**config.mk**
```make
export PLATFORM = sky130hd
export DESIGN_NAME = wb_master_mux
export DESIGN_NICKNAME = d
export VERILOG_FILES = /design/src/rtl/wb_pkg.sv /design/src/rtl/wb_watchdog.sv /design/src/rtl/wb_master_mux.sv
export SDC_FILE = /design/constraint.sdc
export NUM_CORES = 1
export LEC_CHECK = 0
export CAP_MARGIN = 20
export CORE_MARGIN = 10
export CORE_UTILIZATION = 18
export DETAILED_ROUTE_END_ITERATION = 10
export GPL_TIMING_DRIVEN = 0
export PLACE_DENSITY = 0.83
export SLEW_MARGIN = 20
export SYNTH_ARGS = -nofsm -noshare
export SYNTH_HDL_FRONTEND = slang
export SYNTH_SLANG_ARGS = --single-unit
```
**constraint.sdc**
```tcl
create_clock -name vclk -period 0.9
set_clock_uncertainty 0.1 [all_clocks]
set_input_delay 0.135 -clock vclk [all_inputs]
set_output_delay 0.135 -clock vclk [all_outputs]
set_load 0.05 [all_outputs]
```
**src/rtl/wb_pkg.sv**
```systemverilog
// Shared types and defaults for the Wishbone master mux and its bus watchdog.
package wb_pkg;

    typedef enum logic [1:0] {
        WD_IDLE  = 2'd0,
        WD_WAIT  = 2'd1,
        WD_ABORT = 2'd2
    } wd_state_e;

    localparam int WB_TIMEOUT_CYCLES = 16;

endpackage

```
**src/rtl/wb_watchdog.sv**
```systemverilog
// Bus watchdog: counts unanswered strobe cycles, fires an error at the limit
// and holds the slave request off for one ABORT cycle afterwards.
module wb_watchdog
    import wb_pkg::*;
#(
    parameter int TIMEOUT_CYCLES = WB_TIMEOUT_CYCLES,
    parameter int CNT_W          = $clog2(TIMEOUT_CYCLES)
) (
    input  logic             clk_i,
    input  logic             rst_i,
    input  logic             s_stb_o,
    input  logic             s_ack_i,
    input  logic             s_err_i,
    output logic             wd_fire,
    output logic             abort,
    output wd_state_e        state,
    output logic [CNT_W-1:0] cnt
);

    localparam logic [CNT_W-1:0] CNT_LIMIT = CNT_W'(TIMEOUT_CYCLES - 1);

    logic pending;

    assign pending = s_stb_o & ~s_ack_i & ~s_err_i;
    // A response in the limit cycle masks the fire, so ack wins over timeout.
    assign wd_fire = pending & (cnt == CNT_LIMIT);

    always_ff @(posedge clk_i) begin
        if (rst_i) begin
            state <= WD_IDLE;
            cnt   <= '0;
            abort <= 1'b0;
        end else begin
            abort <= 1'b0;
            case (state)
                WD_IDLE: begin
                    if (pending) begin
                        state <= WD_WAIT;
                        cnt   <= cnt + 1'b1;
                    end else begin
                        cnt <= '0;
                    end
                end
                WD_WAIT: begin
                    if (wd_fire) begin
                        state <= WD_ABORT;
                        cnt   <= '0;
                        abort <= 1'b1;
                    end else if (pending) begin
                        cnt <= cnt + 1'b1;
                    end else begin
                        state <= WD_IDLE;
                        cnt   <= '0;
                    end
                end
                WD_ABORT: begin
                    state <= WD_IDLE;
                    cnt   <= '0;
                end
                default: begin
                    state <= WD_IDLE;
                    cnt   <= '0;
                end
            endcase
        end
    end

endmodule

```
**src/rtl/wb_master_mux.sv**
```systemverilog
// Routes the granted master's classic Wishbone request to the single slave port.
// Optional bus watchdog enabled with `define WB_MUX_WATCHDOG_EN.
module wb_master_mux
    import wb_pkg::*;
#(
    parameter int MASTER_COUNT   = 2,
    parameter int GNT_WIDTH      = $clog2(MASTER_COUNT),
    parameter int ADDR_WIDTH     = 24,
    parameter int DATA_WIDTH     = 8,
    parameter int SEL_WIDTH      = DATA_WIDTH / 8,
    parameter int TIMEOUT_CYCLES = WB_TIMEOUT_CYCLES
) (
    input  logic                             clk_i,
    input  logic                             rst_i,
    input  logic [GNT_WIDTH-1:0]             gnt_i,
    input  logic                             cyc_i,
    input  logic [MASTER_COUNT-1:0]          m_cyc_i,
    input  logic [MASTER_COUNT-1:0]          m_stb_i,
    input  logic [MASTER_COUNT-1:0]          m_we_i,
    input  logic [MASTER_COUNT*ADDR_WIDTH-1:0] m_adr_i,
    input  logic [MASTER_COUNT*DATA_WIDTH-1:0] m_dat_i,
    input  logic [MASTER_COUNT*SEL_WIDTH-1:0]  m_sel_i,
    output logic [DATA_WIDTH-1:0]            m_dat_o,
    output logic [MASTER_COUNT-1:0]          m_ack_o,
    output logic [MASTER_COUNT-1:0]          m_err_o,
    output logic                             s_cyc_o,
    output logic                             s_stb_o,
    output logic                             s_we_o,
    output logic [ADDR_WIDTH-1:0]            s_adr_o,
    output logic [DATA_WIDTH-1:0]            s_dat_o,
    output logic [SEL_WIDTH-1:0]             s_sel_o,
    input  logic [DATA_WIDTH-1:0]            s_dat_i,
    input  logic                             s_ack_i,
    input  logic                             s_err_i,
    output logic                             timeout_o
);

    logic [ADDR_WIDTH-1:0] adr_a [MASTER_COUNT];
    logic [DATA_WIDTH-1:0] dat_a [MASTER_COUNT];
    logic [SEL_WIDTH-1:0]  sel_a [MASTER_COUNT];
    logic                  wd_fire;
    logic                  abort;
    logic                  unused_ok;

    for (genvar i = 0; i < MASTER_COUNT; i++) begin : g_unpack
        assign adr_a[i] = m_adr_i[i*ADDR_WIDTH +: ADDR_WIDTH];
        assign dat_a[i] = m_dat_i[i*DATA_WIDTH +: DATA_WIDTH];
        assign sel_a[i] = m_sel_i[i*SEL_WIDTH +: SEL_WIDTH];
    end

    // The ABORT cycle drops the slave cycle so the hung peripheral sees a terminated transfer.
    assign s_cyc_o = cyc_i & m_cyc_i[gnt_i] & ~abort;
    assign s_stb_o = s_cyc_o & m_stb_i[gnt_i];
    assign s_we_o  = m_we_i[gnt_i];
    assign s_adr_o = adr_a[gnt_i];
    assign s_dat_o = dat_a[gnt_i];
    assign s_sel_o = sel_a[gnt_i];

    assign m_dat_o   = s_dat_i;
    assign timeout_o = wd_fire;

    // Responses are qualified by our own strobe so stale or late acks never leak out.
    always_comb begin
        m_ack_o = '0;
        m_err_o = '0;
        m_ack_o[gnt_i] = s_ack_i & s_stb_o;
        m_err_o[gnt_i] = (s_err_i & s_stb_o) | wd_fire;
    end

`ifdef WB_MUX_WATCHDOG_EN
    wd_state_e                         wd_state;
    logic [$clog2(TIMEOUT_CYCLES)-1:0] wd_cnt;

    wb_watchdog #(
        .TIMEOUT_CYCLES(TIMEOUT_CYCLES)
    ) u_wd (
        .clk_i   (clk_i),
        .rst_i   (rst_i),
        .s_stb_o (s_stb_o),
        .s_ack_i (s_ack_i),
        .s_err_i (s_err_i),
        .wd_fire (wd_fire),
        .abort   (abort),
        .state   (wd_state),
        .cnt     (wd_cnt)
    );

    assign unused_ok = ^{wd_state, wd_cnt};
`else
    assign wd_fire   = 1'b0;
    assign abort     = 1'b0;
    assign unused_ok = &{1'b0, clk_i, rst_i, (TIMEOUT_CYCLES > 0)};
`endif

endmodule

```
==> metrics.md, run 1 <==
| Metric | Value |
|---|---|
| Starting DRT DRC Count | `2` |
| Sw Pwr | `0.8038 mW` |
| Final ANT Viol Nets | `0` |
| Via count | `966` |
| Reg power frac | `0%` |
| Clk_buf instances | `0` |
| First-pass DRT Iterations | `2` |
| Non-filler cells, final | `232` |
| Hold_buf cts | `0` |
| Worst vdd ir | `0.3273 mV` |
| XOR/XNOR Fraction of Synth Area | `0%` |
| Power per Cell Area | `727.2 nW/µm²` |
| Final slew viol count | `0` |
| YS warnings | `0` |
| RSZ-0062 raised after global routing | `true` |
| Synth Area in Compound Gates | `0%` |
| First-pass GRT wire length | `6.147 mm` |
| CP top delay family | `simple AND/OR/NAND/NOR gates` |
| Die width | `81.38 µm` |
| Distinct cell type count after synthesis | `11` |
| Seq/Total Area, Yosys | `0%` |
| Setup CP Type | `in2out` |
| Synth Instances | `57` |
| Crit. End Element | `output pin` |
| Sequence of cells on the critical path | `buf_12 > and4b_1 > buf_4 > and2_4 > buf_8` |
| Layout cells sized above 1 | `61.96%` |
| Row count | `22` |
| Post-Synthesis Net Count | `143` |
| ANT cells | `0` |
| Fin util | `60.63%` |
| Multi-input gate area in the final layout | `615.6 µm²` |
| Logic pwr share | `100.0%` |
| Initial Util | `18.52%` |
| Simple-Gate Fraction of Synth Area | `8.303%` |
| Fillers | `315` |
| Leakage power | `1.164 nW` |
| Crit start category | `input port` |
| Max_cap viols | `0` |
| Die area | `6623 µm²` |
| RePlAce Congestion | `0.7925` |
| Vias per cell | `4.164` |
| Worst endpoint data arrival time | `0.89 ns` |
| Pwr Total | `1.614 mW` |
| Worst Path Buf+Inv | `3` |
| Cells after DPL | `228` |
| Sw Share | `49.80%` |
| Crit-path max cell delay | `0.25 ns` |
| Total grt overflow | `0` |
| Avg Cell Area, Syn | `11.90 µm²` |
| Final wirelength | `4.389 mm` |
| Clock Power Share | `0%` |
| Slowest CP cell | `and4b_1` |
| Outcome | `finished with violations` |
| Post-route cell area | `2220 µm²` |
| DRC | `0` |
| Setup ws final | `-0.2267 ns` |
| Nets | `272` |
| Achievable clock frequency | `887.5 MHz` |
| Seq cells | `0` |
| Final Setup Violations | `40` |
| Post-synthesis mux area share | `74.54%` |
| Vias in the first global route | `1114` |
| Pint | `0.8102 mW` |
| Synth Area in Adders | `0%` |
| Tightest Hold Check Type | `in2out` |
| Fin crit share | `125.2%` |
| Worst EP required | `0.66 ns` |
| Die height | `81.38 µm` |
| Failing checks | `setup timing` |
| Hpwl dp | `4.054 mm` |
| Gr usage total | `11.74%` |
| Port Buf Inserts | `123` |
| Synth Cell Area | `678.2 µm²` |
| WL per Instance | `18.92 µm` |
| I/O pins | `135` |
| Layout overhead on the synthesized area | `227.3%` |
| Register area | `0 µm²` |
| Initial antenna violation count | `0` |
| Largest net degree at the start of global routing | `11` |
| Final-report hold violation count | `0` |
| Tmin final | `1.127 ns` |
| Dpl cell area | `2024 µm²` |
| Core Area | `3661 µm²` |
| Peak fanout along the critical path | `5` |
| Largest family of logic cells by synthesized area | `multiplexers` |
cell usage after synthesis (all sizes together):
cell | instances | area, µm²
and2 | 4 | 25.02
and4 | 1 | 8.760
and4b | 1 | 10.01
buf | 13 | 112.6
conb | 1 | 3.750
mux2 | 34 | 495.5
mux2i | 1 | 10.01
nor2b | 1 | 6.260
or2 | 1 | 6.260
kinds of logic after synthesis:
kind of cell | count (synthesis)
mux | 35
buf+inv | 13
simple gates | 8
other cells | 1
metrics by stage:
| stage | setup WS [ns] | hold slack [ns] | setup TNS (ns) |
|---|---|---|---|
| after floorplan | -0.1130 | 0.3271 | -3.925 |
| after detailed placement | -1.160 | 0.9698 | -39.50 |
| final | -0.2267 | 0.5218 | -6.981 |
| after CTS | -0.2258 | 0.5267 | -7.168 |
| after global placement | -1.140 | 0.9678 | -39.09 |
| after global routing | -0.2754 | 0.5308 | -7.630 |
layer usage:
metal / vias up / global-route usage (%) / wire length (µm)
met1: 419 / 11.93 / 1528
met5: - / 0 / 0
li1: 449 / - / -
met3: 0 / 6.071 / 797
met4: 0 / 0 / 0
met2: 98 / 22.12 / 2063
final timing paths:
check,startpoint,endpoint,slack (ns),cells past startpoint
max,gnt_i,m_err_o[0],-0.23,5
min,cyc_i,s_cyc_o,0.52,3
timing repair:
action | CTS | global route
pin swaps | 3 | 1
gates cloned | 1 | 0
buffers inserted | 3 | 0
endpoints found under the setup margin | 48 | 40
resized for setup | 448 | 2
power groups by stage:
stage                     sequential (mW)  combinational, mW  clock, mW
after floorplan                         0              0.881          0
after global placement                  0               1.50          0
after detailed placement                0               1.52          0
after CTS                               0               1.63          0
after global routing                    0               1.67          0
final                                   0               1.61          0
placed cells by master (no fill, tap or decap):
cell type | Yosys | routed
conb_1 | 1 | 1
and2_4 | 0 | 4
buf_8 | 0 | 39
buf_2 | 0 | 3
buf_6 | 4 | 6
or2_4 | 0 | 1
buf_16 | 0 | 1
dlygate4sd2_1 | 0 | 68
clkdlybuf4s15_2 | 0 | 8
and4_4 | 0 | 1
nor2b_4 | 0 | 1
buf_4 | 9 | 11
mux2_4 | 30 | 34
and4b_1 | 1 | 1
buf_12 | 0 | 4
mux2i_4 | 0 | 1
cell type report:
| type | count | area share [%] |
|---|---|---|
| repair buffers | 127 | 62.91 |
| multi-input cells | 44 | 27.73 |
| plain buffers | 13 | 6.652 |
| well taps | 48 | 2.706 |
(Power assumes the default switching activity.)
==> inputs of run 2 (changes only) <==
==> constraint.sdc (replaced) <==
create_clock -name vclk -period 0.9
set_clock_uncertainty 0.1 [all_clocks]
set_input_delay 0.135 -clock vclk [all_inputs]
set_output_delay 0.135 -clock vclk [all_outputs]
set_load 0.02 [all_outputs]
==> metrics.md, run 2 (synthesized netlist as in run 1, its figures left out) <==
| Metric | Value |
|---|---|
| Outcome | `finished with violations` |
| Failing checks | `setup timing` |
| Fin crit share | `119.1%` |
| Total grt overflow | `0` |
| I/O pins | `135` |
| Non-filler cells, final | `233` |
| Crit path from | `gnt_i` |
| Post-route cell area | `2077 µm²` |
| Max_cap viols | `0` |
| Setup ws final | `-0.1719 ns` |
| Crit-path max cell delay | `0.30 ns` |
| ANT cells | `0` |
| Cells after DPL | `228` |
| First-pass DRT Iterations | `2` |
| WL per Instance | `18.09 µm` |
| Die area | `6623 µm²` |
| Seq cells | `0` |
| Worst endpoint data arrival time | `0.84 ns` |
| Most frequent cells in the layout | `78 x dlygate4sd2_1, 42 x buf_6, 34 x mux2_4, 9 x buf_4, 5 x buf_2` |
| Hpwl dp | `3.822 mm` |
| Hold_buf cts | `0` |
| Sw Share | `37.75%` |
| Die height | `81.38 µm` |
| Tightest Hold Check Type | `in2out` |
| Pwr Total | `1.139 mW` |
| Achievable clock frequency | `932.9 MHz` |
| Logic pwr share | `100.0%` |
| Final Setup Violations | `40` |
| Leakage power | `1.132 nW` |
| Initial Util | `18.52%` |
| Register area | `0 µm²` |
| CP endpoint | `s_adr_o[9]` |
| Slowest CP cell | `mux2_4` |
| Worst EP required | `0.66 ns` |
| Sum Neg Setup Slack | `-5.837 ns` |
| Via count | `929` |
| Peak fanout along the critical path | `10` |
| Post-Place Setup Slack | `-0.9643 ns` |
| DRC | `0` |
| Dpl cell area | `2014 µm²` |
| Sw Pwr | `0.4299 mW` |
| Fillers | `365` |
| Crit start category | `input port` |
| Commonest non-fill, non-tap cell in the layout | `dlygate4sd2_1` |
| Reg power frac | `0%` |
| Largest net degree at the start of global routing | `11` |
| Starting DRT DRC Count | `14` |
| Port Buf Inserts | `123` |
| Power per Cell Area | `548.4 nW/µm²` |
| Layout overhead on the synthesized area | `206.3%` |
| Layout cells sized above 1 | `56.22%` |
| RSZ-0062 raised after global routing | `true` |
| Final ANT Viol Nets | `0` |
| Sequence of cells on the critical path | `buf_16 > buf_12 > mux2_4 > buf_6` |
| Worst Path Buf+Inv | `3` |
| Clk_buf instances | `0` |
| Clock Power Share | `0%` |
| Die width | `81.38 µm` |
| Final slew viol count | `0` |
| Pint | `0.7090 mW` |
| RePlAce Congestion | `0.8079` |
| Multi-input gate area in the final layout | `598.1 µm²` |
| Core Area | `3661 µm²` |
| CP top delay family | `buffers and inverters` |
| Row count | `22` |
| Final wirelength | `4.216 mm` |
| Worst vdd ir | `0.2030 mV` |
| Setup CP Type | `in2out` |
| Initial antenna violation count | `0` |
| Final-report hold violation count | `0` |
| Tmin final | `1.072 ns` |
| Crit. End Element | `output pin` |
| Nets | `273` |
| Vias per cell | `3.987` |
| First-pass GRT wire length | `5.547 mm` |
| Gr usage total | `10.87%` |
| Crit path depth | `4` |
| Vias in the first global route | `962` |
==> run 2: cell count changes in the layout (fill, tap and decap cells not counted), sizes merged <==
| cell | before | now |
|---|---|---|
| dlygate4sd2 | 68 | 78 |
| clkdlybuf4s15 | 8 | 0 |
| buf | 64 | 63 |
==> run 2: repair_timing <==
item	4_1_cts	5_1_grt
gates cloned	3	0
gates resized for setup	345	5
buffers inserted	2	0
endpoints found under the setup margin	48	40
endpoints found under the hold margin	0	0
pin swaps	4	3
==> run 2: worst min-delay path, stage by stage <==
cell	delay [ns]
buf_2	0.10
nor2b_2	0.14
buf_6	0.12
==> run 2: layout make-up <==
cell class,instances,share of cell area [%]
timing repair buffer,128,60.84
multi-input combinational,44,28.80
tap,48,2.892
buffer,13,7.470
==> run 2: power by group through the flow <==
stage / clock network, mW / registers [mW] / logic, mW
2_1_floorplan: 0 / 0 / 0.522
3_3_place_gp: 0 / 0 / 1.15
3_5_place_dp: 0 / 0 / 1.16
4_1_cts: 0 / 0 / 1.15
5_1_grt: 0 / 0 / 1.20
6_report: 0 / 0 / 1.14
==> run 2: how the worst min path moves through the flow <==
stage	cells past startpoint	to	startpoint
global route	2	m_dat_o[1]	s_dat_i[1]
global placement	2	m_dat_o[4]	s_dat_i[4]
finish	3	s_cyc_o	cyc_i
detailed placement	2	m_dat_o[7]	s_dat_i[7]
CTS	3	s_cyc_o	cyc_i
floorplan	1	m_dat_o[0]	s_dat_i[0]
==> run 2: metrics by stage <==
step | hold WS [ns] | util [%]
global placement | 0.8043 | 55.02
floorplan | 0.2826 | -
detailed placement | 0.8047 | 55.02
global route | 0.5680 | 56.73
finish | 0.5332 | 56.73
CTS | 0.5310 | 56.39
==> run 2: per-layer routing <==
layer | GRT usage [%] | routed length (µm) | up-vias | part of all wire [%]
met5 | 0 | 0 | - | 0
met4 | 0 | 0 | 0 | 0
met3 | 3.863 | 557 | 0 | 13
met2 | 23.30 | 2412 | 62 | 57
met1 | 9.814 | 1245 | 412 | 30
li1 | - | - | 455 | -
==> RTL edit: new RTL, flow settings as in run 1 <==
The parameter `MASTER_COUNT` goes from 2 to 4.
--- a/src/rtl/wb_master_mux.sv
+++ b/src/rtl/wb_master_mux.sv
@@ -3,7 +3,7 @@
 module wb_master_mux
     import wb_pkg::*;
 #(
-    parameter int MASTER_COUNT   = 2,
+    parameter int MASTER_COUNT   = 4,
     parameter int GNT_WIDTH      = $clog2(MASTER_COUNT),
     parameter int ADDR_WIDTH     = 24,
     parameter int DATA_WIDTH     = 8,
Ports: changed (9 resized); port bits go from 135 to 212. No check against the original RTL was run, so the function may have changed too.
==> RTL edit against run 1 <==
The flow still finishes with violations (setup timing). Design area rose by 62%. Final cell count rose by 56%. Critical path depth fell by 1. Total power rose by 52%. Wire length rose by 92%. Die area rose by 37%. Synthesized cell count rose by 32%. Setup slack got worse by 0.13 ns. Synthesized area rose by 50%. Critical endpoint is now s_cyc_o. Largest cell class unchanged. Largest power group unchanged.
==> RTL edit: results (changes against run 1) <==
| Metric | Value |
|---|---|
| Pre-CTS setup slack | `-1.390 ns (-0.2305 ns)` |
| Routed Wire Length | `8.426 mm (+92%)` |
| First DRT Iteration DRCs | `23 (+21)` |
| Met3 usage | `4.556% (-1.5 points)` |
| Fin nets | `451 (+66%)` |
| Detailed Routing Iterations Pass 1 | `4 (+2)` |
| Total number of vias | `1,646 (+70%)` |
| Top post-synthesis cells by area | `mux4_2 77%, buf_4 8.1%, buf_2 2.5%, nand3_1 2.0%, nor3_1 2.0%` |
| Violated checks | `setup timing` |
| Setup-failing EPs final | `44 (+10%)` |
| Num sequential | `0 (unchanged)` |
| Mapped Nets | `234 (+64%)` |
| Met1 usage | `16.88% (+5.0 points)` |
| Met2 usage | `34.20% (+12 points)` |
| Input/output buffers | `199 (+62%)` |
| Final Hold Slack | `0.5456 ns (+0.02375 ns)` |
| Kind of cell adding the most delay to the critical path | `multiplexers` |
| First-pass GRT wire length | `11.67 mm (+90%)` |
| Worst Slack Setup Final | `-0.3594 ns (-0.1327 ns)` |
| Top cells by count, synth | `35 x mux4_2, 11 x buf_4, 5 x buf_2` |
| Sw Ratio | `47.62% (-2.2 points)` |
| Half-perimeter wire length after placement | `7.094 mm (+75%)` |
| Layout cells sized above 1 | `69.66% (+7.7 points)` |
| Status | `complete, but fails checks` |
| Vias in the first global route | `1,875 (+68%)` |
| RD Place Congestion | `0.8319 (+5.0%)` |
| VDD IR max | `0.4436 mV (+36%)` |
| Slowest Stage Delay on Critical Path | `0.48 ns (+0.23 ns)` |
| CP Data Arrival Time | `1.02 ns (+0.13 ns)` |
-- RTL edit: cell types whose count changed after synthesis, moves of 2 or more --
cell     delta
buf_6       -3
mux2_2      -4
mux2_4     -30
buf_4       +2
nor3_1      +4
and2_1      -3
nand2_1     +4
buf_2       +5
nor2_1      +4
nand3_1     +4
mux4_2     +35
-- RTL edit: logic make-up after synthesis --
| logic type | count (synthesis) | share of synthesized area (%) |
|---|---|---|
| AO/OA/AOI/OAI | 3 | 2.208 |
| buffers and inverters | 18 | 12.02 |
| multiplexers | 35 | 77.30 |
| other | 1 | 0.3677 |
| AND/OR/NAND/NOR | 18 | 8.098 |
-- RTL edit: power groups by stage --
stage	clock network, mW	logic, mW	registers, mW
after floorplan	0	1.21	0
after global placement	0	2.25	0
after detailed placement	0	2.27	0
after CTS	0	2.44	0
after global routing	0	2.55	0
final	0	2.46	0
-- RTL edit: through the flow --
stage	TNS (ns)	std cells	util (%)	power [mW]	instance area (um^2)
after CTS	-11.78	357	63.83	2.436	3515
after global routing	-12.98	362	65.24	2.552	3592
final	-11.89	362	65.24	2.456	3592
after floorplan	-10.11	75	-	1.212	1220
after global placement	-51.09	346	59.96	2.245	3302
after detailed placement	-51.88	346	59.96	2.272	3302
-- RTL edit: final cells by class --
type	instances	area, um^2
fillers	418	1914
multi-input cells	57	1074
repair buffers	215	2190
well taps	72	90.09
plain buffers	18	239.0
-- RTL edit: path summary, 6_finish.rpt --
check | startpoint | to | cells after the start
max | gnt_i[0] | s_cyc_o | 4
min | m_cyc_i[3] | m_err_o[3] | 4
-- RTL edit: repair_timing --
action,in CTS,in global routing
gates cloned,5,0
endpoints found under the setup margin,52,44
pin swaps,12,8
gates resized for setup,755,22
setup buffers,6,5
-- RTL edit: routing by layer --
metal	part of all wire, %	routed length, um	up-vias
met2	58	4868	94
met1	29	2475	792
met3	12	1025	2
li1	-	-	758
met5	0	0	-
met4	0.68	57	0
